$ cat config.mk
export PLATFORM = sky130hd
export DESIGN_NAME = post_code_capture_flat
export DESIGN_NICKNAME = d
export VERILOG_FILES = /design/src/rtl/post_code_capture_pkg.sv /design/src/rtl/post_code_capture_if.sv /design/src/rtl/post_code_capture_hist_ring.sv /design/src/rtl/post_code_capture.sv /design/src/flat_wrapper.sv
export SDC_FILE = /design/constraint.sdc
export NUM_CORES = 1
export LEC_CHECK = 0
export ABC_AREA = 1
export BUFFER_PORTS_ARGS = -buffer_cell sky130_fd_sc_hd__buf_2
export CAP_MARGIN = 10
export CORE_MARGIN = 8
export CORE_UTILIZATION = 61
export CTS_BUF_LIST = sky130_fd_sc_hd__clkbuf_8
export DETAILED_ROUTE_END_ITERATION = 16
export HOLD_SLACK_MARGIN = 0.08
export PLACE_DENSITY_LB_ADDON = 0.08
export SLEW_MARGIN = 20
export SYNTH_ARGS = -nofsm -noshare
export SYNTH_HDL_FRONTEND = slang
export SYNTH_SLANG_ARGS = --single-unit
export TNS_END_PERCENT = 50
$ cat constraint.sdc
create_clock -name sys_clk -period 2.3 [get_ports sys_clk]
set_input_delay 0.345 -clock sys_clk [delete_from_list [all_inputs] [get_ports sys_clk]]
set_output_delay 0.345 -clock sys_clk [all_outputs]
set_load 0.01 [all_outputs]
$ cat src/rtl/post_code_capture_pkg.sv
// post_pkg: shared boot-state encodings, default IO port addresses and widths for POST code capture
package post_pkg;
    typedef enum logic [1:0] {
        BOOT_OFF     = 2'b00,
        BOOT_BOOTING = 2'b01,
        BOOT_STALLED = 2'b10
    } boot_state_e;
    localparam logic [15:0] PORT_CODE_DEF   = 16'h0080;
    localparam logic [15:0] PORT_EXT_LO_DEF = 16'h0084;
    localparam logic [15:0] PORT_EXT_HI_DEF = 16'h0085;
    localparam int STALL_W = 8;
    function automatic int hist_cnt_w(input int depth);
        return $clog2(depth) + 1;
    endfunction
endpackage

$ cat src/rtl/post_code_capture_if.sv
// post_code_capture_if: host IO-write strobe plus BMC history access, bundled for the POST capture block
//   master: host decoder / BMC side (drives io_* writes, hist_rd, hist_clr)
//   slave : capture block (returns hist_rd_data/vld, hist_cnt, hist_empty, hist_ovf)
interface post_code_capture_if;
    logic        io_wr_vld;
    logic [15:0] io_addr;
    logic [7:0]  io_wr_data;
    logic        hist_rd;
    logic        hist_clr;
    logic [7:0]  hist_rd_data;
    logic        hist_rd_vld;
    logic [6:0]  hist_cnt;
    logic        hist_empty;
    logic        hist_ovf;
    modport master (
        output io_wr_vld, io_addr, io_wr_data, hist_rd, hist_clr,
        input  hist_rd_data, hist_rd_vld, hist_cnt, hist_empty, hist_ovf
    );
    modport slave (
        input  io_wr_vld, io_addr, io_wr_data, hist_rd, hist_clr,
        output hist_rd_data, hist_rd_vld, hist_cnt, hist_empty, hist_ovf
    );
endinterface

$ cat src/rtl/post_code_capture_hist_ring.sv
// post_hist_ring: circular POST code history with overwrite-on-full, count, sticky overflow and clear
//   push/push_data: store a code; pop: read oldest (rd_data/rd_vld next cycle)
//   clr: empty the buffer and drop ovf; cnt/empty/ovf: occupancy status
module post_hist_ring
    import post_pkg::*;
#(
    parameter int DEPTH = 16,
    localparam int CW = hist_cnt_w(DEPTH)
) (
    input  logic          sys_clk,
    input  logic          reset,
    input  logic          push,
    input  logic [7:0]    push_data,
    input  logic          pop,
    input  logic          clr,
    output logic [7:0]    rd_data,
    output logic          rd_vld,
    output logic [CW-1:0] cnt,
    output logic          empty,
    output logic          ovf
);
    localparam int AW = $clog2(DEPTH);
    logic [7:0]    mem [DEPTH];
    logic [AW-1:0] wr_ptr, rd_ptr;
    logic          full, do_pop, drop;
    always_comb begin
        full   = cnt == CW'(DEPTH);
        do_pop = pop && cnt != '0;
        // a push into a full buffer with no pop evicts the oldest entry
        drop   = push && full && !do_pop;
        empty  = cnt == '0;
    end
    always_ff @(posedge sys_clk)
        if (push) mem[wr_ptr] <= push_data;
    always_ff @(posedge sys_clk) begin
        if (reset || clr) begin
            wr_ptr <= '0;
            rd_ptr <= '0;
            cnt    <= '0;
            ovf    <= 1'b0;
            rd_vld <= 1'b0;
        end else begin
            rd_vld <= do_pop;
            if (push) wr_ptr <= wr_ptr + 1'b1;
            if (do_pop || drop) rd_ptr <= rd_ptr + 1'b1;
            cnt <= (push && !do_pop && !full) ? cnt + 1'b1 : (do_pop && !push) ? cnt - 1'b1 : cnt;
            if (drop) ovf <= 1'b1;
        end
    end
    always_ff @(posedge sys_clk) begin
        if (reset) rd_data <= '0;
        else if (do_pop && !clr) rd_data <= mem[rd_ptr];
    end
endmodule

$ cat src/rtl/post_code_capture.sv
// post_code_capture: captures host POST/extended code IO writes, keeps a history ring and detects boot stalls
//   sys_clk/reset: clock and sync active-high reset; sys_pgood: main power good; onehz_clk: 1 Hz tick
//   bus: IO write strobe and BMC history access; gpo_leds: current POST code
//   post_code_ext: {0x85, 0x84} bytes; post_stall/boot_state: stall detector status
module post_code_capture
    import post_pkg::*;
#(
    parameter int          HIST_DEPTH  = 16,
    parameter int          STALL_SECS  = 30,
    parameter logic [15:0] PORT_CODE   = PORT_CODE_DEF,
    parameter logic [15:0] PORT_EXT_LO = PORT_EXT_LO_DEF,
    parameter logic [15:0] PORT_EXT_HI = PORT_EXT_HI_DEF
) (
    input  logic                 sys_clk,
    input  logic                 reset,
    input  logic                 sys_pgood,
    input  logic                 onehz_clk,
    post_code_capture_if.slave   bus,
    output logic [7:0]           gpo_leds,
    output logic [15:0]          post_code_ext,
    output logic                 post_stall,
    output logic [1:0]           boot_state
);
    localparam int CW = hist_cnt_w(HIST_DEPTH);
    boot_state_e        state, state_nxt;
    logic [STALL_W-1:0] stall_cnt;
    logic [CW-1:0]      cnt;
    logic               code_wr, lo_wr, hi_wr, off_entry, cnt_clr, cnt_inc;
    always_comb begin
        code_wr = bus.io_wr_vld && bus.io_addr == PORT_CODE;
        lo_wr   = bus.io_wr_vld && bus.io_addr == PORT_EXT_LO;
        hi_wr   = bus.io_wr_vld && bus.io_addr == PORT_EXT_HI;
    end
    always_ff @(posedge sys_clk) begin
        if (reset) begin
            state      <= BOOT_OFF;
            post_stall <= 1'b0;
        end else begin
            state      <= state_nxt;
            post_stall <= state_nxt == BOOT_STALLED;
        end
    end
    // a code write always restarts the stall window, so it beats the timeout
    always_comb
        state_nxt = !sys_pgood ? BOOT_OFF
                  : state == BOOT_OFF ? BOOT_BOOTING
                  : code_wr ? BOOT_BOOTING
                  : stall_cnt >= STALL_W'(STALL_SECS) ? BOOT_STALLED
                  : state;
    always_comb begin
        off_entry  = !sys_pgood && state != BOOT_OFF;
        cnt_clr    = state == BOOT_OFF || code_wr;
        cnt_inc    = state == BOOT_BOOTING && onehz_clk;
        boot_state = state;
    end
    always_ff @(posedge sys_clk) begin
        if (reset || cnt_clr) stall_cnt <= '0;
        else if (cnt_inc && stall_cnt != '1) stall_cnt <= stall_cnt + 1'b1;
    end
    // codes clear on power loss but standby-domain writes still land while OFF
    always_ff @(posedge sys_clk) begin
        if (reset || off_entry) begin
            gpo_leds      <= '0;
            post_code_ext <= '0;
        end else begin
            if (code_wr) gpo_leds <= bus.io_wr_data;
            if (lo_wr) post_code_ext[7:0] <= bus.io_wr_data;
            if (hi_wr) post_code_ext[15:8] <= bus.io_wr_data;
        end
    end
    post_hist_ring #(.DEPTH(HIST_DEPTH)) u_hist (
        .sys_clk   (sys_clk),
        .reset     (reset),
        .push      (code_wr),
        .push_data (bus.io_wr_data),
        .pop       (bus.hist_rd),
        .clr       (bus.hist_clr),
        .rd_data   (bus.hist_rd_data),
        .rd_vld    (bus.hist_rd_vld),
        .cnt       (cnt),
        .empty     (bus.hist_empty),
        .ovf       (bus.hist_ovf)
    );
    assign bus.hist_cnt = 7'(cnt);
endmodule

$ cat src/flat_wrapper.sv
// flat-port wrapper written by rule: the top's interface ports become plain ports
module post_code_capture_flat import post_pkg::*;
#(
    parameter int          HIST_DEPTH  = 16,
    parameter int          STALL_SECS  = 30,
    parameter logic [15:0] PORT_CODE   = PORT_CODE_DEF,
    parameter logic [15:0] PORT_EXT_LO = PORT_EXT_LO_DEF,
    parameter logic [15:0] PORT_EXT_HI = PORT_EXT_HI_DEF
)
  (sys_clk, reset, sys_pgood, onehz_clk, gpo_leds, post_code_ext, post_stall, boot_state, bus_io_wr_vld, bus_io_addr, bus_io_wr_data, bus_hist_rd, bus_hist_clr, bus_hist_rd_data, bus_hist_rd_vld, bus_hist_cnt, bus_hist_empty, bus_hist_ovf);
  post_code_capture_if bus_i ();
  input  logic sys_clk;
  input  logic reset;
  input  logic sys_pgood;
  input  logic onehz_clk;
  output logic [7:0] gpo_leds;
  output logic [15:0] post_code_ext;
  output logic post_stall;
  output logic [1:0] boot_state;
  input wire logic [$bits(bus_i.io_wr_vld)-1:0] bus_io_wr_vld;
  input wire logic [$bits(bus_i.io_addr)-1:0] bus_io_addr;
  input wire logic [$bits(bus_i.io_wr_data)-1:0] bus_io_wr_data;
  input wire logic [$bits(bus_i.hist_rd)-1:0] bus_hist_rd;
  input wire logic [$bits(bus_i.hist_clr)-1:0] bus_hist_clr;
  output wire logic [$bits(bus_i.hist_rd_data)-1:0] bus_hist_rd_data;
  output wire logic [$bits(bus_i.hist_rd_vld)-1:0] bus_hist_rd_vld;
  output wire logic [$bits(bus_i.hist_cnt)-1:0] bus_hist_cnt;
  output wire logic [$bits(bus_i.hist_empty)-1:0] bus_hist_empty;
  output wire logic [$bits(bus_i.hist_ovf)-1:0] bus_hist_ovf;
  assign bus_i.io_wr_vld = bus_io_wr_vld;
  assign bus_i.io_addr = bus_io_addr;
  assign bus_i.io_wr_data = bus_io_wr_data;
  assign bus_i.hist_rd = bus_hist_rd;
  assign bus_i.hist_clr = bus_hist_clr;
  assign bus_hist_rd_data = bus_i.hist_rd_data;
  assign bus_hist_rd_vld = bus_i.hist_rd_vld;
  assign bus_hist_cnt = bus_i.hist_cnt;
  assign bus_hist_empty = bus_i.hist_empty;
  assign bus_hist_ovf = bus_i.hist_ovf;
  post_code_capture #(.HIST_DEPTH(HIST_DEPTH), .STALL_SECS(STALL_SECS), .PORT_CODE(PORT_CODE), .PORT_EXT_LO(PORT_EXT_LO), .PORT_EXT_HI(PORT_EXT_HI)) u_core (.sys_clk(sys_clk), .reset(reset), .sys_pgood(sys_pgood), .onehz_clk(onehz_clk), .bus(bus_i), .gpo_leds(gpo_leds), .post_code_ext(post_code_ext), .post_stall(post_stall), .boot_state(boot_state));
endmodule
; Word-level counts from Yosys, hierarchy flattened
; Memories as Yosys holds them, arrays and structs flattened. A register that Yosys moved wholly into a read port is not among the register bits.
; Index checks and enable logic that the tools add are counted.
[word_totals]
in_bits = 31
register_bits = 50
elab_cells = 61
n_memories = 1
latchBits = 0
ramBits = 128
mem_bits_ro = 0
[memory_table]
columns = memory, depth, word_bits, read_ports, rd_ports_with_merged_regs, wr, line
row1 = u_core.u_hist.mem, 16, 8, 1, 1, 1, post_code_capture_hist_ring.sv:23  ; logic [7:0] mem [DEPTH];
[op_classes]
add_sub_neg = 5
mux = 8
shift = 0
div = 0
bitwise_logic = 0
reduce_logical = 28
eq_ne = 7
n_mul = 0
magnitude_cmp = 1
[op_table]
columns = operator, n
row1 = $eq 16x8->1 const B, 3
row2 = $logic_and 1x1->1, 13
row3 = $mux 5, 2
row4 = $add 4x1->4 const B, 2
row5 = $add 8x1->8 const B, 1
row6 = $ge 8x5->1 const B, 1
row7 = $mux 2, 4
row8 = $ne 8x8->1 const B, 1
row9 = $add 5x1->5 const B, 1
row10 = $eq 5x5->1 const B, 1
row11 = $logic_not 1->1, 5
row12 = $logic_not 5->1, 1
row13 = $logic_or 1x1->1, 5
row14 = $reduce_bool 5->1, 1
row15 = $sub 5x1->5 const B, 1
row16 = $reduce_bool 2->1, 2
row17 = $eq 2x1->1 const B, 1
row18 = $eq 2x2->1 const B, 1
row19 = $logic_not 2->1, 1
row20 = $mux 1, 2

; Logic depth before layout (Yosys ltp)
; Gate-level depths: netlist of run 1.
[depth]
depth_word = 6
mapped_depth = 15

; Hierarchy
; A second synthesis of run 1 with hierarchy kept.
[hier_totals]
hier_cells = 958
hier_area_um2 = 8491.9
[by_module_without_submodules]
columns = mod, instances, cells_per_inst, area_each_um2, seq_area_each_um2
row1 = post_hist_ring, 1, 680, 6668.9, 4304.1
row2 = post_code_capture, 1, 278, 1823.0, 700.7

; Worst setup path after synthesis of run 1
; Ideal clock, no wire load.
[synth_path]
path_kind = input to register
start = in bus_io_addr[15]
end = reg u_core.u_hist.cnt[4]
setup_slack_ps = 233
cell_stages = 14
t_arrival_ps = 1952
path_buffers = 0
required_time_ps = 2185
cell_sequence = nor2_1 nand2_1 nor2_4 nand3_4 clkinv_4 nand2_4 fa_1 nand2_1 nand2_1 a21oi_1 o21bai_1 nand3_1 nand2_1 nor2_1
[synth_via]
elab_chain_cells = 5
[synth_rtl]
columns = item, line
row1 = start: declaration, flat_wrapper.sv:21  ; input wire logic [$bits(bus_i.io_addr)-1:0] bus_io_addr;
row2 = $eq 16x8->1 (*), post_code_capture.sv:30  ; code_wr = bus.io_wr_vld && bus.io_addr == PORT_CODE;
row3 = $logic_and 1x1->1 (*), post_code_capture.sv:30
row4 = $logic_and 1x1->1 or $logic_not 1->1 (tied branches), post_code_capture_hist_ring.sv:46  ; cnt <= (push && !do_pop && !full) ? cnt + 1'b1 : (do_pop && !push) ? cnt - 1'b1 : cnt;
row5 = $logic_and 1x1->1, post_code_capture_hist_ring.sv:46
row6 = $mux 5 or $reduce_bool 2->1 (tied branches), n/a
row7 = end signal: assignment, post_code_capture_hist_ring.sv:46
row8 = end: declaration, post_code_capture_hist_ring.sv:18  ; output logic [CW-1:0] cnt,
; Every way passes the cells marked *; elsewhere a longest branch is shown, timed or not.
; A chain may end at the register's enable or synchronous reset.

; Worst setup path in the final report of run 1
[layout_path]
start = reg u_core.u_hist.cnt[2]
end = reg u_core.u_hist.cnt[4]
[layout_via]
elab_chain_cells = 6
[layout_rtl]
columns = item
row1 = "parallel branches: the longest is 6 deep, another holds $sub 5x1->5"
; Several ways; the timed one is not identified. The select of a mux whose other input is x is not followed.

==> summary.md, run 1 <==
| Metric | Value |
|---|---|
| Area after detailed placement | `8444 um2` |
| Net count, final | `876` |
| Post-synth top area cell | `sky130_fd_sc_hd__edfxtp_1` |
| Seq/Total Area, Yosys | `63.98%` |
| Register-to-register path setup slack | `0.12 ns` |
| Largest net degree at the start of global routing | `68` |
| R2R depth | `14` |
| Slew at the pin closest to its max-slew limit | `0.5994 ns` |
| Layout overhead on the synthesized area | `13.77%` |
| Synthesized cell area | `7823 um2` |
| Leak | `3.392 nW` |
| First-pass GRT wire length | `28830 um` |
| Half-perimeter wire length of the detailed placement result | `11770 um` |
| Reg-to-reg critical path startpoint | `u_core.u_hist.cnt[2]$_SDFFE_PP0P_` |
| Register clock-pin slew on the reported worst setup and hold paths | `0.09 ns` |
| Count of routing violations after the opening detailed-route iteration | `approximately 740` |
| Detailed-route wire length per cell | `18.02 um` |
| Via-per-instance ratio | `5.637` |
| Final global-route overflow total | `0` |
| Layout cell share with drive strength beyond 1 | `18.54%` |
| Total number of placement rows | `41` |
| Relative max-transition margin | `60.00%` |
| Number of antenna violations at the first check in global routing | `0` |
| Main area contributors after synthesis | `sky130_fd_sc_hd__edfxtp_1 49%, sky130_fd_sc_hd__dfxtp_1 15%, sky130_fd_sc_hd__nor2_1 8.1%` |
| Area of the placeable core | `around 13000 um2` |
| Share of power burned in registers | `about three fifths` |
| Most common library cells after synthesis | `168 x sky130_fd_sc_hd__nor2_1, 128 x sky130_fd_sc_hd__edfxtp_1, 73 x sky130_fd_sc_hd__o21ai_0` |
| Hold Vio Cnt, Final | `0` |
| Clock Root Buffer | `sky130_fd_sc_hd__clkbuf_8` |
| Post-detailed-routing wire length | `approximately 18000 um` |
| Data arrival time of the critical path | `2.55 ns` |
| Path type of the worst setup path | `reg -> reg` |
| CTS tree | `built` |
| Power density over the cells | `671.3 nW/um2` |
| Hold buffers post-CTS | `0` |
| Diodes inserted | `0` |
| Switching power | `1.214 mW` |
| Antenna Nets Post-Route | `0` |
| Final routed DRC violation total | `0` |
| Total vias in the final route | `around 5700` |
| Fin Clk Skew | `0.01019 ns` |
| Synthesized instance count | `748` |
| Vert. Die Dim | `129.2 um` |
| Initial Util | `62.24%` |
| Count of maximum capacitance violations | `0` |
| Total setup violations reported at the end of the flow | `0` |
| Result of the run | `complete, no violations` |
| Internal power | `4.761 mW` |
| Number of detailed-routing iterations run before antenna repair | `5` |
| Min-Delay Path Class | `in -> reg` |
| Crit end category | `flop` |
| Full die area | `16700 um2` |
| Count of flip-flops with a built-in enable after synthesis | `128` |
| Insertion delay to the later sink of the worst-skew pair | `0.47 ns` |
| Area share of the leading cell type in the synthesized netlist | `49.14%` |
| Worst hold margin | `0.1234 ns` |
| Async set-reset flop share out of synthesis | `0%` |
| TritonCTS Buffers | `17` |
| Ports | `76` |
| All-layer global routing usage | `22.70%` |
| End point of the most critical hold path | `u_core.boot_state[0]$_SDFF_PP0_` |
| CTS Sinks | `186` |
| Number of port buffers | `73` |
| Seq cells post-synth | `186` |
| Number of max-slew violations in the final report | `0` |
| H-Tree Depth | `4` |
| Startpoint class of the critical path | `flop` |
| Cell area after layout | `8900 um2` |
| Cell with the most instances after synthesis | `sky130_fd_sc_hd__nor2_1` |
| Worst Hold Launch | `sys_pgood` |
| Peak supply drop | `0.0003449 V` |
| Biggest fanout along the worst timing path | `8` |
| Total of warnings raised by yosys | `0` |
| Worst R2R End | `u_core.u_hist.cnt[4]$_SDFFE_PP0P_` |
| Required time reported for the critical path endpoint | `about 2.7 ns` |
| CTS max path bufs | `2` |
| Placer Congestion | `0.8558` |
| Fill count | `955` |
| Switching Share | `20.31%` |
| Number of different library cells in the post-synthesis netlist | `41` |
| Per-instance average area after synthesis | `10.46 um2` |
| Share of total power in the clock network | `38.0%` |
| Horizontal extent of the die | `129.2 um` |
| Post-route clock period utilization | `94.78%` |
| Primary FF master, synth | `sky130_fd_sc_hd__edfxtp_1` |
| Minimum clock period | `2.180 ns` |
| Highest attainable clock frequency | `approximately 460 MHz` |
| Number of cells on the worst hold path | `3` |
| Vias in the first global route | `5647` |
| Logic gate share of total power | `2.3%` |
## worst max-delay path by stage
| stage | to | cells past startpoint | slack, ns | startpoint |
|---|---|---|---|---|
| global route | u_core.u_hist.cnt[4]$_SDFFE_PP0P_ | 14 | -0.06 | u_core.u_hist.cnt[0]$_SDFFE_PP0P_ |
| detailed placement | u_core.u_hist.cnt[4]$_SDFFE_PP0P_ | 15 | -0.03 | bus_io_addr[11] |
| global placement | u_core.u_hist.cnt[4]$_SDFFE_PP0P_ | 15 | 0.15 | bus_io_addr[15] |
| CTS | u_core.u_hist.cnt[4]$_SDFFE_PP0P_ | 14 | 0.002 | u_core.u_hist.cnt[0]$_SDFFE_PP0P_ |
| finish | u_core.u_hist.cnt[4]$_SDFFE_PP0P_ | 14 | 0.12 | u_core.u_hist.cnt[2]$_SDFFE_PP0P_ |
| floorplan | u_core.u_hist.cnt[4]$_SDFFE_PP0P_ | 14 | 0.23 | bus_io_addr[15] |
## critical path, cell delays in order, from the launching register on
cell	delay, ns
sky130_fd_sc_hd__dfxtp_1	0.39
sky130_fd_sc_hd__nor2_2	0.15
sky130_fd_sc_hd__nand3_2	0.11
sky130_fd_sc_hd__nand2_4	0.09
sky130_fd_sc_hd__nand2_1	0.07
sky130_fd_sc_hd__inv_1	0.10
sky130_fd_sc_hd__nand2_4	0.11
sky130_fd_sc_hd__fa_2	0.38
sky130_fd_sc_hd__nand2_1	0.08
sky130_fd_sc_hd__nand2_1	0.07
sky130_fd_sc_hd__a21oi_2	0.16
sky130_fd_sc_hd__o21bai_1	0.15
sky130_fd_sc_hd__nand3_1	0.10
sky130_fd_sc_hd__nand2_1	0.08
sky130_fd_sc_hd__nor2_1	0.04
## per-layer routing
metal  vias to the layer above  track usage, %  share of wire (%)
met5                         -               0                  0
met4                         0           7.809                1.8
met3                        25           5.752                7.5
met2                       224           39.03                 50
met1                      2749           27.15                 41
li1                       2746               -                  -
## registers in the layout (all words and copies together), names as in the netlist, 4 cells and up
| register | count |
|---|---|
| u_core.u_hist.rd_data | 8 |
| u_core.u_hist.wr_ptr | 4 |
| u_core.post_code_ext | 16 |
| u_core.gpo_leds | 8 |
| u_core.u_hist.cnt | 5 |
| u_core.stall_cnt | 8 |
| u_core.u_hist.mem | 128 |
| u_core.u_hist.rd_ptr | 4 |
## through the flow
stage          std cells  setup slack (ns)  utilization, %  TNS [ns]  power, mW
6_report            1019            0.1201           70.81         0      5.975
5_1_grt             1019          -0.05946           70.81  -0.05946      6.113
4_1_cts             1017          0.002117           70.52         0      5.997
3_5_place_dp         985          -0.03369           67.19  -0.03369      3.780
3_3_place_gp         985            0.1515           67.19         0      3.774
2_1_floorplan        749            0.2330               -         0      3.692
## power by group through the flow
| stage | logic (mW) | clock network, mW | registers (mW) |
|---|---|---|---|
| after floorplan | 0.0453 | 0 | 3.65 |
| after global placement | 0.129 | 0 | 3.64 |
| after detailed placement | 0.135 | 0 | 3.64 |
| after CTS | 0.136 | 2.29 | 3.57 |
| after global routing | 0.148 | 2.40 | 3.57 |
| final | 0.136 | 2.27 | 3.57 |
## final cells by class
class                      instances  area (um2)  area share, %
clock buffer                      17       234.0          2.629
clock inverter                    15       182.7          2.053
inverter                          53       206.4          2.320
multi-input combinational        476        2446          27.48
sequential                       186        5010          56.29
tap                              172       215.2          2.418
timing repair buffer             100       605.6          6.804
## placed cells by master (no fill, tap or decap), types with 4 or more instances in the layout
cell / instances
sky130_fd_sc_hd__nor2_1: 167
sky130_fd_sc_hd__inv_1: 49
sky130_fd_sc_hd__buf_4: 24
sky130_fd_sc_hd__o21a_1: 9
sky130_fd_sc_hd__bufinv_16: 4
sky130_fd_sc_hd__nand2_1: 52
sky130_fd_sc_hd__o21ai_0: 73
sky130_fd_sc_hd__dfxtp_1: 54
sky130_fd_sc_hd__clkbuf_8: 17
sky130_fd_sc_hd__o211ai_1: 32
sky130_fd_sc_hd__xor2_1: 6
sky130_fd_sc_hd__dfxtp_2: 4
sky130_fd_sc_hd__buf_2: 73
sky130_fd_sc_hd__ha_1: 9
sky130_fd_sc_hd__nand2_2: 4
sky130_fd_sc_hd__a21oi_1: 26
sky130_fd_sc_hd__edfxtp_1: 128
sky130_fd_sc_hd__nand2_4: 5
sky130_fd_sc_hd__nand3_1: 46
sky130_fd_sc_hd__o21ai_1: 19
sky130_fd_sc_hd__clkinvlp_4: 5
sky130_fd_sc_hd__clkinv_1: 5
## cell families (layout without fill, tap and decap cells)
group | after synthesis | count (layout) | share of synthesized area, %
fa+ha+maj | 11 | 11 | 1.855
compound gates | 163 | 163 | 11.90
other cells | 1 | 2 | 0.04794
buf+inv | 87 | 185 | 5.070
simple gates | 293 | 293 | 16.36
flops | 186 | 186 | 63.98
xor+xnor | 7 | 7 | 0.7838
## timing repair
item                                    in CTS  in global routing
resized for setup                            1                  5
pin swaps                                    0                  1
endpoints found under the setup margin       1                  1
setup buffers                                0                  2
Note: power is estimated with default switching activity, not from simulation.
==> run 2, diff against run 1 <==
--- a/config.mk
+++ b/config.mk
@@ -6,12 +6,13 @@
 export NUM_CORES = 1
 export LEC_CHECK = 0
 export ABC_AREA = 1
-export BUFFER_PORTS_ARGS = -buffer_cell sky130_fd_sc_hd__buf_2
 export CAP_MARGIN = 10
-export CORE_MARGIN = 8
-export CORE_UTILIZATION = 61
+export CORE_MARGIN = 4
+export CORE_UTILIZATION = 65
 export CTS_BUF_LIST = sky130_fd_sc_hd__clkbuf_8
+export CTS_CLUSTER_DIAMETER = 40
 export DETAILED_ROUTE_END_ITERATION = 16
+export DONT_BUFFER_PORTS = 1
 export HOLD_SLACK_MARGIN = 0.08
 export PLACE_DENSITY_LB_ADDON = 0.08
 export SLEW_MARGIN = 20
==> run 2 against run 1 <==
  * First-iteration DRC count shrank 25%
  * Wire length shrank 2.3%
  * Count of clock-buffer cells in the layout grew 3
  * Maximum frequency is essentially flat
  * Sequential power is essentially flat
  * Worst hold slack lost 0.015 ns
  * Largest cell class unchanged
  * Combinational power shrank 12%
  * Design area shrank 2.6%
  * Worst setup slack is essentially flat
  * Global-route usage grew 3.7 points
==> summary.md, run 2 (synthesized netlist as in run 1, its figures left out) <==
| Metric | Value |
|---|---|
| Area of the placeable core | `11610 um2 (-7.6%)` |
| Detailed-route wire length per cell | `19.26 um (+6.9%)` |
| Count of maximum capacitance violations | `0 (unchanged)` |
| Busiest layer in global routing | `met2` |
| Crit end category | `flop` |
| All-layer global routing usage | `26.37% (+3.7 points)` |
| H-Tree Depth | `4 (unchanged)` |
| CTS tree | `built` |
| Highest attainable clock frequency | `458.7 MHz (about the same)` |
| Worst slack, placed | `-0.02945 ns (+0.004241 ns)` |
| Number of detailed-routing iterations run before antenna repair | `5 (unchanged)` |
| Largest net degree at the start of global routing | `66 (-2.9%)` |
| TritonCTS Buffers | `17 (unchanged)` |
| Number of port buffers | `0 (-100%)` |
| Power density over the cells | `712.0 nW/um2 (+6.1%)` |
| Largest regs | `u_core.u_hist.mem: 128 flops, u_core.post_code_ext: 16 flops` |
| Ports | `76 (unchanged)` |
| Met1 demand-to-capacity share in global routing | `33.90% (+6.7 points)` |
| Half-perimeter wire length of the detailed placement result | `11300 um (-4.0%)` |
| Min-Delay Path Class | `in -> reg` |
| Required time reported for the critical path endpoint | `2.65 ns (-0.02 ns)` |
| Number of antenna violations at the first check in global routing | `0 (unchanged)` |
| Slew at the pin closest to its max-slew limit | `0.9251 ns (+0.3257 ns)` |
| First-pass GRT wire length | `28270 um (-1.9%)` |
| Horizontal extent of the die | `117.7 um (-8.9%)` |
| Total vias in the final route | `5539 (-3.6%)` |
| Total setup violations reported at the end of the flow | `0 (unchanged)` |
| Placer Congestion | `0.8853 (+3.4%)` |
| Fin Clk Skew | `0.01223 ns (+0.002036 ns)` |
| Leak | `3.129 nW (-7.7%)` |
| Biggest fanout along the worst timing path | `8 (unchanged)` |
| Overall power after layout | `6.174 mW (+3.3%)` |
| Minimum clock period | `2.180 ns (+0.00006700 ns)` |
| Vias in the first global route | `5355 (-5.2%)` |
| Initial Util | `67.36% (+5.1 points)` |
| CTS Sinks | `186 (unchanged)` |
| Layout overhead on the synthesized area | `10.84%` |
| Global routing usage on met3 | `6.487% (+0.74 points)` |
| Startpoint class of the critical path | `flop` |
| Path type of the worst setup path | `reg -> reg` |
| Via-per-instance ratio | `5.950 (+5.5%)` |
| Diodes inserted | `0 (unchanged)` |
| Total number of placement rows | `39 (-4.9%)` |
| Antenna Nets Post-Route | `0 (unchanged)` |
| Hold Vio Cnt, Final | `0 (unchanged)` |
| Final critical-path setup slack | `0.1200 ns (-0.00006700 ns)` |
| Post-detailed-routing wire length | `17930 um (-2.3%)` |
| Worst hold margin | `0.1086 ns (-0.01476 ns)` |
| Relative max-transition margin | `38.12% (-22 points)` |
| Result of the run | `complete, no violations` |
| Grt met2 use | `44.41% (+5.4 points)` |
| Leading cell types in the layout, fill and taps excluded | `167 x sky130_fd_sc_hd__nor2_1, 128 x sky130_fd_sc_hd__edfxtp_1, 73 x sky130_fd_sc_hd__o21ai_0` |
| Final global-route overflow total | `0 (unchanged)` |
| Data arrival time of the critical path | `2.53 ns (-0.02 ns)` |
| Register clock-pin slew on the reported worst setup and hold paths | `0.08 ns (about the same)` |
| Vert. Die Dim | `117.7 um (-8.9%)` |
| Final routed DRC violation total | `0 (unchanged)` |
| Register bank with the most flops | `u_core.u_hist.mem` |
| R2R depth | `14 (unchanged)` |
| Count of routing violations after the opening detailed-route iteration | `555 (-25%)` |
| Flip-flop count of the largest register, all copies and words added | `128 (unchanged)` |
| Commonest non-fill, non-tap cell in the layout | `sky130_fd_sc_hd__nor2_1` |
| Clock Root Buffer | `sky130_fd_sc_hd__clkbuf_8` |
| Net count, final | `817 (-6.7%)` |
| Post-route clock period utilization | `94.78% (about the same)` |
| Insertion delay to the later sink of the worst-skew pair | `0.46 ns (about the same)` |
| Full die area | `13850 um2 (-17%)` |
| CTS max path bufs | `2 (unchanged)` |
| Number of max-slew violations in the final report | `0 (unchanged)` |
| Peak supply drop | `0.0004121 V (+19%)` |
| RSZ-0062 raised after global routing | `false` |
| Number of cells on the worst hold path | `3 (unchanged)` |
| Layout cell share with drive strength beyond 1 | `11.17% (-7.4 points)` |
[run 2: cell types whose count changed in the layout (fill, tap and decap cells not counted), sizes merged]
cell	delta
clkinvlp	-3
clkbuf	+3
buf	-72
clkinv	-1
bufinv	+1
dlygate4sd3	+13
[run 2: stage by stage]
stage / cell area [um2] / utilization, % / TNS (ns) / instances
6_report: 8671 / 74.66 / 0 / 931
5_1_grt: 8671 / 74.66 / 0 / 931
4_1_cts: 8646 / 74.45 / 0 / 930
3_5_place_dp: 8045 / 69.27 / -0.02945 / 885
3_3_place_gp: 8045 / 69.27 / 0 / 885
2_1_floorplan: 7826 / - / 0 / 749
[run 2: path summary, 6_finish.rpt]
| check | end | slack, ns | startpoint |
|---|---|---|---|
| setup / recovery | u_core.u_hist.cnt[4]$_SDFFE_PP0P_ | 0.12 | u_core.u_hist.cnt[3]$_SDFFE_PP0P_ |
| hold / removal | u_core.u_hist.cnt[2]$_SDFFE_PP0P_ | 0.11 | bus_hist_clr |
| setup reg to reg | u_core.u_hist.cnt[4]$_SDFFE_PP0P_ | 0.12 | u_core.u_hist.cnt[3]$_SDFFE_PP0P_ |
| hold reg to reg | u_core.post_code_ext[3]$_SDFFE_PP0P_ | 0.50 | u_core.post_code_ext[3]$_SDFFE_PP0P_ |
[run 2: layout make-up]
class                      count  area [um2]
clock inverter                12       192.7
tap                          143       178.9
clock buffer                  20       275.3
fill                         785        2943
sequential                   186        5010
timing repair buffer          41       365.4
multi-input combinational    476        2442
inverter                      53       206.4
[run 2: power breakdown]
group	leakage (nW)	internal (mW)	switching, mW
logic	1.28	0.0296	0.0900
clock network	0.233	1.37	1.11
registers	1.62	3.57	0.00300
[run 2: worst max-delay path: stages, from the launching register on]
cell                       delay, ns
sky130_fd_sc_hd__dfxtp_2        0.36
sky130_fd_sc_hd__nor2_2         0.13
sky130_fd_sc_hd__nand3_2        0.13
sky130_fd_sc_hd__nand2_4        0.10
sky130_fd_sc_hd__nand2_1        0.08
sky130_fd_sc_hd__inv_1          0.11
sky130_fd_sc_hd__nand2_4        0.10
sky130_fd_sc_hd__ha_1           0.34
sky130_fd_sc_hd__nand2_1        0.08
sky130_fd_sc_hd__nand2_1        0.06
sky130_fd_sc_hd__a21oi_2        0.17
sky130_fd_sc_hd__o21bai_2       0.15
sky130_fd_sc_hd__nand3_1        0.10
sky130_fd_sc_hd__nand2_1        0.10
sky130_fd_sc_hd__nor2_1         0.05
[run 2: metal layers]
layer | wire length (um) | vias up
li1 | - | 2634
met1 | 7051 | 2624
met2 | 9066 | 244
met3 | 1422 | 37
met4 | 391 | 0
met5 | 0 | -
[run 2: repair_timing]
action,in CTS,in global routing
hold buffers,13,0
gates resized for setup,1,6
endpoints found under the setup margin,1,1
setup buffers,0,1
pin swaps,0,3
hold endpoints to repair,157,0
==> run 3, diff against run 2 <==
--- a/config.mk
+++ b/config.mk
@@ -7,8 +7,11 @@
 export LEC_CHECK = 0
 export ABC_AREA = 1
 export CAP_MARGIN = 10
+export CELL_PAD_IN_SITES_DETAIL_PLACEMENT = 0
+export CELL_PAD_IN_SITES_GLOBAL_PLACEMENT = 1
+export CORE_ASPECT_RATIO = 1.25
 export CORE_MARGIN = 4
-export CORE_UTILIZATION = 65
+export CORE_UTILIZATION = 52
 export CTS_BUF_LIST = sky130_fd_sc_hd__clkbuf_8
 export CTS_CLUSTER_DIAMETER = 40
 export DETAILED_ROUTE_END_ITERATION = 16
==> run 3 against run 2 <==
  * Worst setup slack better by 0.071 ns
  * Combinational power is essentially flat
  * Sequential power is essentially flat
  * Core utilization shrank 15 points
  * Non-clock buffer count increased by 3
  * Register-to-register slack gained 0.07 ns
  * Clock skew rose by 0.0035 ns
  * Count of clock-buffer cells in the layout decreased by 2
  * Wire length down 2.7%
  * Global-route usage is 5.7 points lower
  * Clock power fell by 16%
  * Worst hold slack improved by 0.025 ns
  * Highest routed layer unchanged
==> summary.md, run 3 (synthesized netlist as in run 1, its figures left out) <==
| Metric | Value |
|---|---|
| Result of the run | `complete, no violations` |
| H-Tree Depth | `4 (unchanged)` |
| All-layer global routing usage | `20.68% (-5.7 points)` |
| R2R depth | `14 (unchanged)` |
| Hold Vio Cnt, Final | `0 (unchanged)` |
| Initial Util | `53.61% (-14 points)` |
| Count of routing violations after the opening detailed-route iteration | `334 (-40%)` |
| Commonest non-fill, non-tap cell in the layout | `sky130_fd_sc_hd__nor2_1` |
| Via-per-instance ratio | `5.547 (-6.8%)` |
| Largest regs | `u_core.u_hist.mem: 128 flops, u_core.post_code_ext: 16 flops` |
| Layout overhead on the synthesized area | `10.54%` |
| Final global-route overflow total | `0 (unchanged)` |
| Highest attainable clock frequency | `474.1 MHz (+3.4%)` |
| Startpoint class of the critical path | `flop` |
| Total number of placement rows | `49 (+26%)` |
| Flip-flop count of the largest register, all copies and words added | `128 (unchanged)` |
| Share of total power in the clock network | `36.1% (-4.1 points)` |
| Area taken by multi-input logic gates | `2431 um2 (-0.46%)` |
| Final routed DRC violation total | `0 (unchanged)` |
| First-pass GRT wire length | `27890 um (-1.3%)` |
| Fill count | `1263 (+61%)` |
| Vert. Die Dim | `145.1 um (+23%)` |
| Sequential Area | `5010 um2 (unchanged)` |
| Half-perimeter wire length of the detailed placement result | `11490 um (+1.6%)` |
| Layout cell share with drive strength beyond 1 | `11.00% (-0.17 points)` |
| Total vias in the final route | `5375 (-3.0%)` |
| Area of the placeable core | `14590 um2 (+26%)` |
| Ports | `76 (unchanged)` |
| Relative max-transition margin | `39.39% (+1.3 points)` |
| Leading cell types in the layout, fill and taps excluded | `167 x sky130_fd_sc_hd__nor2_1, 128 x sky130_fd_sc_hd__edfxtp_1, 73 x sky130_fd_sc_hd__o21ai_0` |
| Worst slack, placed | `0.08578 ns (+0.1152 ns)` |
| Register bank with the most flops | `u_core.u_hist.mem` |
| CTS tree | `built` |
| Fin Clk Skew | `0.01575 ns (+0.003524 ns)` |
| Post-route clock period utilization | `91.71% (-3.1 points)` |
| Largest net degree at the start of global routing | `66 (unchanged)` |
| Worst hold margin | `0.1332 ns (+0.02462 ns)` |
| Diodes inserted | `0 (unchanged)` |
| Net count, final | `820 (+0.37%)` |
| Slew at the pin closest to its max-slew limit | `0.9062 ns (-0.01890 ns)` |
| Number of max-slew violations in the final report | `0 (unchanged)` |
| Placer Congestion | `0.8109 (-8.4%)` |
| Minimum clock period | `2.109 ns (-0.07075 ns)` |
| Register clock-pin slew on the reported worst setup and hold paths | `0.09 ns (about the same)` |
| Post-detailed-routing wire length | `17450 um (-2.7%)` |
| Horizontal extent of the die | `117.7 um (unchanged)` |
| Number of antenna violations at the first check in global routing | `0 (unchanged)` |
| Final critical-path setup slack | `0.1907 ns (+0.07075 ns)` |
| Leak | `3.117 nW (-0.40%)` |
| TritonCTS Buffers | `17 (unchanged)` |
| Min-Delay Path Class | `in -> reg` |
| Number of cells on the worst hold path | `2 (-1)` |
| Crit end category | `flop` |
| Number of port buffers | `0 (unchanged)` |
| Clock Root Buffer | `sky130_fd_sc_hd__clkbuf_8` |
| Detailed-route wire length per cell | `18.01 um (-6.5%)` |
| Area after detailed placement | `8124 um2 (+0.98%)` |
| Logic gate share of total power | `2.0% (about the same)` |
| Share of power burned in registers | `61.8% (+4.0 points)` |
| Insertion delay to the later sink of the worst-skew pair | `0.45 ns (about the same)` |
| CTS Sinks | `186 (unchanged)` |
| Vias in the first global route | `5308 (-0.88%)` |
| Required time reported for the critical path endpoint | `2.64 ns (about the same)` |
| CTS max path bufs | `2 (unchanged)` |
| Full die area | `17080 um2 (+23%)` |
| Biggest fanout along the worst timing path | `8 (unchanged)` |
| Count of maximum capacitance violations | `0 (unchanged)` |
| Antenna Nets Post-Route | `0 (unchanged)` |
| RSZ-0062 raised after global routing | `false` |
| Peak supply drop | `0.0003403 V (-17%)` |
| Internal power | `4.578 mW (-7.9%)` |
| Number of detailed-routing iterations run before antenna repair | `5 (unchanged)` |
| Data arrival time of the critical path | `2.45 ns (-0.08 ns)` |
| Power density over the cells | `667.8 nW/um2 (-6.2%)` |
| Path type of the worst setup path | `reg -> reg` |
| Switching Share | `20.72% (+1.2 points)` |
| Cell area after layout | `8647 um2 (-0.27%)` |
| Total setup violations reported at the end of the flow | `0 (unchanged)` |
| Setup tns final | `0 ns (unchanged)` |
| Switching power | `1.196 mW (-0.57%)` |
-- run 3: final timing paths --
kind / endpoint / from / slack (ns)
worst max-delay path: u_core.u_hist.cnt[4]$_SDFFE_PP0P_ / u_core.u_hist.cnt[2]$_SDFFE_PP0P_ / 0.19
worst min-delay path: u_core.post_code_ext[1]$_SDFFE_PP0P_ / bus_io_wr_data[1] / 0.13
worst max register to register: u_core.u_hist.cnt[4]$_SDFFE_PP0P_ / u_core.u_hist.cnt[2]$_SDFFE_PP0P_ / 0.19
worst min register to register: u_core.post_code_ext[7]$_SDFFE_PP0P_ / u_core.post_code_ext[7]$_SDFFE_PP0P_ / 0.50
-- run 3: area by class of cell --
class                   count  share of cell area, %
flip-flops and latches    186                  57.94
multi-input cells         476                  28.11
repair buffers             44                  4.630
clock buffers              18                  2.865
well taps                 178                  2.576
inverters                  53                  2.387
clock inverters            14                  1.490
-- run 3: power groups by stage --
stage	logic [mW]	clock network [mW]	registers (mW)
after global routing	0.131	2.27	3.57
final	0.118	2.09	3.57
after CTS	0.119	2.13	3.57
after global placement	0.0546	0	3.65
after detailed placement	0.0555	0	3.65
after floorplan	0.0453	0	3.65
-- run 3: per-layer routing --
metal  GRT usage (%)  part of all wire [%]
met5               0                     0
met4           6.510                   1.6
met1           25.56                    42
met3           4.399                   4.7
met2           36.35                    52
-- run 3: stage by stage --
stage / utilization, % / total power [mW] / instances
floorplan: - / 3.692 / 749
global placement: 55.68 / 3.701 / 923
detailed placement: 55.68 / 3.702 / 923
CTS: 59.15 / 5.820 / 968
global route: 59.26 / 5.967 / 969
finish: 59.26 / 5.774 / 969
-- run 3: critical path: stages, from the launching register on --
cell and delay (ns):
sky130_fd_sc_hd__dfxtp_2 0.37, sky130_fd_sc_hd__nor2_2 0.13, sky130_fd_sc_hd__nand3_2 0.11, sky130_fd_sc_hd__nand2_4 0.09
sky130_fd_sc_hd__nand2_1 0.06, sky130_fd_sc_hd__inv_1 0.10, sky130_fd_sc_hd__nand2_4 0.10, sky130_fd_sc_hd__fa_1 0.41
sky130_fd_sc_hd__nand2_1 0.08, sky130_fd_sc_hd__nand2_1 0.06, sky130_fd_sc_hd__a21oi_2 0.14, sky130_fd_sc_hd__o21bai_1 0.14
sky130_fd_sc_hd__nand3_1 0.08, sky130_fd_sc_hd__nand2_1 0.07, sky130_fd_sc_hd__nor2_1 0.04
-- run 3: repair_timing --
| item | in CTS | in global routing |
|---|---|---|
| resized for setup | 0 | 4 |
| hold buffers | 13 | 0 |
| buffers inserted | 0 | 1 |
| hold endpoints to repair | 158 | 0 |
| endpoints found under the setup margin | 0 | 2 |
